**src/rtl/rf_pkt_ctrl.sv**
```systemverilog
// rf_pkt_ctrl: sync-word packet receiver with host byte drain, plus a bit-strobed byte serialiser
module rf_pkt_ctrl #(
    parameter int                DW        = 8,
    parameter int                PKT_BYTES = 8,
    parameter int                SYNC_W    = 16,
    parameter logic [SYNC_W-1:0] SYNC_WORD = 16'hA5C3
) (
    input  logic          clk,
    input  logic          rst,
    input  logic          mode,
    input  logic          rfin,
    input  logic          bit_en,
    output logic [DW-1:0] rx_byte,
    output logic          rx_valid,
    input  logic          rx_ready,
    output logic          pkt_rec,
    output logic          pkt_drop,
    input  logic [DW-1:0] tx_byte,
    input  logic          tx_valid,
    output logic          tx_ready,
    output logic          tx_out,
    output logic          tx_busy
);
    localparam int PW  = PKT_BYTES * DW;
    localparam int BCW = $clog2(PW) + 1;
    localparam int IW  = $clog2(PKT_BYTES) + 1;
    localparam int TCW = $clog2(DW) + 1;

    typedef enum logic [1:0] {R_HUNT, R_PAYLOAD, R_DRAIN} rx_state_t;
    typedef enum logic {T_IDLE, T_SHIFT} tx_state_t;

    rx_state_t         rx_state;
    tx_state_t         tx_state;
    logic [1:0]        rfin_s;
    logic [1:0]        ben_s;
    logic              ben_d;
    logic [SYNC_W-1:0] sync_sr;
    logic [PW-1:0]     pay;
    logic [BCW-1:0]    bit_cnt;
    logic [IW-1:0]     idx;
    logic [DW-1:0]     tx_sr;
    logic [TCW-1:0]    tx_cnt;
    logic              bit_ev;
    logic              rx_bit;
    logic [SYNC_W-1:0] sync_nx;
    logic              sync_hit;
    logic [PW-1:0]     pay_nx;
    logic              rx_hs;
    logic              rx_last;
    logic              tx_hs;

    assign bit_ev   = ben_s[1] & ~ben_d;
    assign rx_bit   = rfin_s[1];
    assign sync_nx  = {sync_sr[SYNC_W-2:0], rx_bit};
    assign sync_hit = bit_ev && (sync_nx == SYNC_WORD);
    assign pay_nx   = {pay[PW-2:0], rx_bit};
    assign rx_hs    = rx_valid && rx_ready;
    assign rx_last  = idx == IW'(PKT_BYTES - 1);
    assign tx_hs    = tx_valid && tx_ready;

    // byte 0 is the first received, sitting in the top DW bits of the buffer
    function automatic logic [DW-1:0] byte_at(input logic [PW-1:0] b, input logic [IW-1:0] i);
        logic [PW-1:0] sh;
        sh = b << (int'(i) * DW);
        return sh[PW-1 -: DW];
    endfunction

    // two-flop synchronisers for the RF inputs plus strobe history for rising-edge detection
    always_ff @(posedge clk or posedge rst) begin
        if (rst) begin
            rfin_s <= '0;
            ben_s  <= '0;
            ben_d  <= 1'b0;
        end else begin
            rfin_s <= {rfin_s[0], rfin};
            ben_s  <= {ben_s[0], bit_en};
            ben_d  <= ben_s[1];
        end
    end

    // receive FSM: hunt for sync, capture payload, drain bytes while still hunting for a newer sync
    always_ff @(posedge clk or posedge rst) begin
        if (rst) begin
            rx_state <= R_HUNT;
            sync_sr  <= '0;
            pay      <= '0;
            bit_cnt  <= '0;
            idx      <= '0;
            rx_byte  <= '0;
            rx_valid <= 1'b0;
            pkt_rec  <= 1'b0;
            pkt_drop <= 1'b0;
        end else begin
            pkt_rec  <= 1'b0;
            pkt_drop <= 1'b0;
            if (!mode) begin
                rx_state <= R_HUNT;
                rx_valid <= 1'b0;
                sync_sr  <= '0;
                bit_cnt  <= '0;
                idx      <= '0;
            end else begin
                case (rx_state)
                    R_HUNT: if (bit_ev) begin
                        sync_sr <= sync_hit ? '0 : sync_nx;
                        if (sync_hit) begin
                            rx_state <= R_PAYLOAD;
                            bit_cnt  <= '0;
                        end
                    end
                    R_PAYLOAD: if (bit_ev) begin
                        pay     <= pay_nx;
                        bit_cnt <= bit_cnt + 1'b1;
                        if (bit_cnt == BCW'(PW - 1)) begin
                            rx_state <= R_DRAIN;
                            pkt_rec  <= 1'b1;
                            idx      <= '0;
                            rx_valid <= 1'b1;
                            rx_byte  <= byte_at(pay_nx, '0);
                        end
                    end
                    R_DRAIN: begin
                        if (bit_ev)
                            sync_sr <= sync_hit ? '0 : sync_nx;
                        if (sync_hit) begin
                            rx_state <= R_PAYLOAD;
                            bit_cnt  <= '0;
                            rx_valid <= 1'b0;
                            pkt_drop <= !(rx_hs && rx_last);
                        end else if (rx_hs) begin
                            if (rx_last) begin
                                rx_state <= R_HUNT;
                                rx_valid <= 1'b0;
                            end else begin
                                idx     <= idx + 1'b1;
                                rx_byte <= byte_at(pay, idx + 1'b1);
                            end
                        end
                    end
                    default: rx_state <= R_HUNT;
                endcase
            end
        end
    end

    // transmit FSM: accept a byte when idle, then step it out MSB first on each bit event
    always_ff @(posedge clk or posedge rst) begin
        if (rst) begin
            tx_state <= T_IDLE;
            tx_sr    <= '0;
            tx_cnt   <= '0;
            tx_ready <= 1'b0;
            tx_out   <= 1'b0;
            tx_busy  <= 1'b0;
        end else if (mode) begin
            tx_state <= T_IDLE;
            tx_cnt   <= '0;
            tx_ready <= 1'b0;
            tx_out   <= 1'b0;
            tx_busy  <= 1'b0;
        end else if (tx_state == T_IDLE) begin
            tx_ready <= !tx_hs;
            if (tx_hs) begin
                tx_state <= T_SHIFT;
                tx_sr    <= tx_byte;
                tx_out   <= tx_byte[DW-1];
                tx_busy  <= 1'b1;
                tx_cnt   <= '0;
            end
        end else if (bit_ev) begin
            tx_sr  <= tx_sr << 1;
            tx_cnt <= tx_cnt + 1'b1;
            tx_out <= (tx_cnt == TCW'(DW - 1)) ? 1'b0 : tx_sr[DW-2];
            if (tx_cnt == TCW'(DW - 1)) begin
                tx_state <= T_IDLE;
                tx_busy  <= 1'b0;
                tx_ready <= 1'b1;
            end
        end
    end
endmodule

```
**config.mk**
```make
export PLATFORM = sky130hd
export DESIGN_NAME = rf_pkt_ctrl
export DESIGN_NICKNAME = d
export VERILOG_FILES = /design/src/rtl/rf_pkt_ctrl.sv
export SDC_FILE = /design/constraint.sdc
export NUM_CORES = 1
export LEC_CHECK = 0
export BUFFER_PORTS_ARGS = -buffer_cell sky130_fd_sc_hd__buf_4
export CELL_PAD_IN_SITES_DETAIL_PLACEMENT = 1
export CELL_PAD_IN_SITES_GLOBAL_PLACEMENT = 1
export CORE_ASPECT_RATIO = 1.5
export CORE_MARGIN = 2
export CORE_UTILIZATION = 30
export DETAILED_ROUTE_END_ITERATION = 7
export MAX_ROUTING_LAYER = met4
export PLACE_DENSITY = 0.55
export SLEW_MARGIN = 20
export SYNTH_ARGS = -nofsm -noshare
export SYNTH_HDL_FRONTEND = slang
export SYNTH_SLANG_ARGS = --single-unit
```
**constraint.sdc**
```tcl
create_clock -name clk -period 7 [get_ports clk]
set_input_delay 1.4 -clock clk [delete_from_list [all_inputs] [get_ports clk]]
set_output_delay 1.4 -clock clk [all_outputs]
set_load 0.05 [all_outputs]
```
==> results_dict.tcl <==
set metrics [dict create \
    arrival_ps 3540 \
    cp-endpoint "rx_byte[2]" \
    die_x_um 116.0 \
    reg2reg_from "idx[0]" \
    cp-end-kind "register" \
    cp-start-kind "register" \
    status "finished, final reports clean" \
    slew_headroom_pct 30.65 \
    cts-root-buf "clkbuf_16" \
    yosys_warnings 0 \
    layout-drive-gt1-share_pct 15.82 \
    hold_class "register to register" \
    row_count 61 \
    wire_per_inst_um 16.56 \
    netlist_area_um2 5644 \
    p_leak_nw 3.385 \
    final_max_slew_viol_count 0 \
    critical_path_class "register to register" \
    drtAntennaViolNets 0 \
    rsz0062_at_grt "no" \
    num-nets-final 593 \
    coreArea_um2 18470 \
    die_area_um2 19950 \
    reg2reg_to "rx_byte[2]" \
    cts_made_buffers 17 \
    total_power_mw 1.746 \
    final_area_um2 6719 \
    netlist_instances 551 \
    num_vias 4051 \
    initial_utilization_pct 30.56 \
    yosys.area.top_type "dfrtp_1" \
    grt_pass1_vias 4421 \
    hold_violations 0 \
    insertedDiodeCount 0 \
    setup_viol 0 \
    netlist_top_cells_count "214 x nand2_1, 123 x dfrtp_1, 32 x nor2_1" \
    vias_per_cell 4.823 \
    wl_mm 13.91 \
    avgSynthCellArea_um2 10.24 \
    finalCritPeriodShare_pct 46.37 \
    syn-num-nets 569 \
    ios 29 \
    r2r_cells 5 \
    clk_pin_slew_worst_paths_ps 60 \
    cts.sinks 123 \
    area_delta_synth_final_pct 19.04 \
    yosys-top-cells-area "dfrtp_1 55%, nand2_1 14%, mux4_1 6.5%" \
    synth_flop_cell "dfrtp_1" \
    synthMostInstantiatedCell "nand2_1" \
    placed_cells 808 \
    ff2ff_setup_slack_ps 3750 \
    insertion_delay_ps 410 \
    drt_pass1_iterations 4 \
    port_buffers 28 \
    grtUsageTotal_pct 15.71 \
    drc 0 \
    required_ps 7290 \
    cts_buffer_depth 2 \
    cts_tree "built" \
    fp.dieH_um 172.0 \
    fin_skew_ps 7.303 \
    synth_edf_count 0 \
    placed_cell_area_um2 6082 \
    max_cap_violations 0 \
    grt-ovfl-total 0 \
    critPathLaunch "idx[0]" \
    grt_antenna_before_repair 0 \
    p_per_area_nw_per_um2 259.8 \
    ys_types 49 \
    critPathMaxFanout 19 \
    htreeDepth 4 \
    grt_pass1_wl_mm 23.29 \
    vdd_drop_max_mv 0.1207 \
    cts-resized-gates 0 \
    setup_tns_ps 0 \
    timing.final.crit_period_ps 3246 \
    grt_max_degree 82 \
    final_cells 840 \
    drt_iter0_markers 120 \
    synth-seq-cells 123 \
    gp_congestion 0.7260 \
    post-cts-setup-buffers 0 \
    dpl.hpwl_mm 9.088 \
    tightest_slew_ps 1036 \
    synth_top_area_share_pct 54.53 \
    fmax_ghz 0.3081 \
    async_flop_share_pct 100.0 \
    holdBufCountCts 0 \
    seq_area_frac_synth_pct 54.53 \
]
[cell usage in the layout (no fill, tap or decap), types with 4 or more instances in the layout]
cell type and count:
a21oi_1 15, a22o_1 25, buf_4 31, clkbuf_16 17, clkbuf_8 7, dfrtp_1 123
inv_1 5, mux2_2 16, mux2i_1 7, mux4_1 14, nand2_1 213, nand2b_1 4
nand3_1 9, nor2_1 31, nor3_1 4
[worst max-delay path, cell delays in order (launching register included)]
cell	delay [ps]
dfrtp_1	960
ha_1	780
mux4_1	650
mux2_2	280
a22o_1	200
mux2_2	260
[stage by stage]
| step | setup slack (ps) | utilization, % | hold slack (ps) |
|---|---|---|---|
| 6_report | 3754 | 36.38 | 349.0 |
| 3_5_place_dp | 3691 | 32.93 | 341.6 |
| 4_1_cts | 3679 | 36.36 | 354.7 |
| 2_1_floorplan | 2329 | - | 331.2 |
| 3_3_place_gp | 3755 | 32.93 | 337.7 |
| 5_1_grt | 3557 | 36.38 | 370.0 |
[power breakdown]
group / total, mW / switching, mW / internal (mW) / leakage (nW)
Clock: 0.933 / 0.308 / 0.625 / 0.316
Sequential: 0.744 / 0.0139 / 0.730 / 1.68
Combinational: 0.0688 / 0.0455 / 0.0233 / 1.39
Total: 1.75 / 0.368 / 1.38 / 3.38
[sequential cells by signal, indices dropped and copies added (netlist names), 2 cells and up]
signal and cells:
rfin_s 2, tx_sr 7, rx_state 2, pay 64
ben_s 2, bit_cnt 7, sync_sr 15, rx_byte 8
idx 4, tx_cnt 4
[metal layers]
| layer | vias up | part of all wire (%) | GRT usage, % |
|---|---|---|---|
| li1 | 1922 | - | - |
| met1 | 2053 | 43 | 18.02 |
| met2 | 53 | 52 | 26.44 |
| met3 | 23 | 2.4 | 3.225 |
| met4 | 0 | 2.6 | 6.988 |
| met5 | - | 0 | - |
[worst min path at each step]
stage	start	end	slack [ps]	depth (start not counted)
3_5_place_dp	rfin_s[0]	rfin_s[1]	340	0
3_3_place_gp	rfin_s[0]	rfin_s[1]	340	0
4_1_cts	rfin_s[0]	rfin_s[1]	350	0
6_report	rfin_s[0]	rfin_s[1]	350	0
5_1_grt	rfin_s[0]	rfin_s[1]	370	0
2_1_floorplan	ben_s[0]	ben_s[1]	330	0
[final cells by class]
class,instances,area [um^2]
clock buffer,26,529.3
clock inverter,6,105.1
fill,2090,11750
inverter,6,27.53
multi-input combinational,396,2431
sequential,123,3078
tap,252,315.3
timing repair buffer,31,232.7
[logic make-up (layout without fill, tap and decap cells)]
| kind of cell | count (synthesis) | count (layout) | synth area share [%] |
|---|---|---|---|
| buf+inv | 32 | 69 | 2.572 |
| xor+xnor | 4 | 4 | 0.6208 |
| mux | 41 | 41 | 12.28 |
| simple gates | 287 | 287 | 21.50 |
| compound gates | 61 | 61 | 7.825 |
| flops | 123 | 123 | 54.53 |
| fa+ha+maj | 3 | 3 | 0.6651 |
Note: power is estimated with default switching activity, not from simulation.
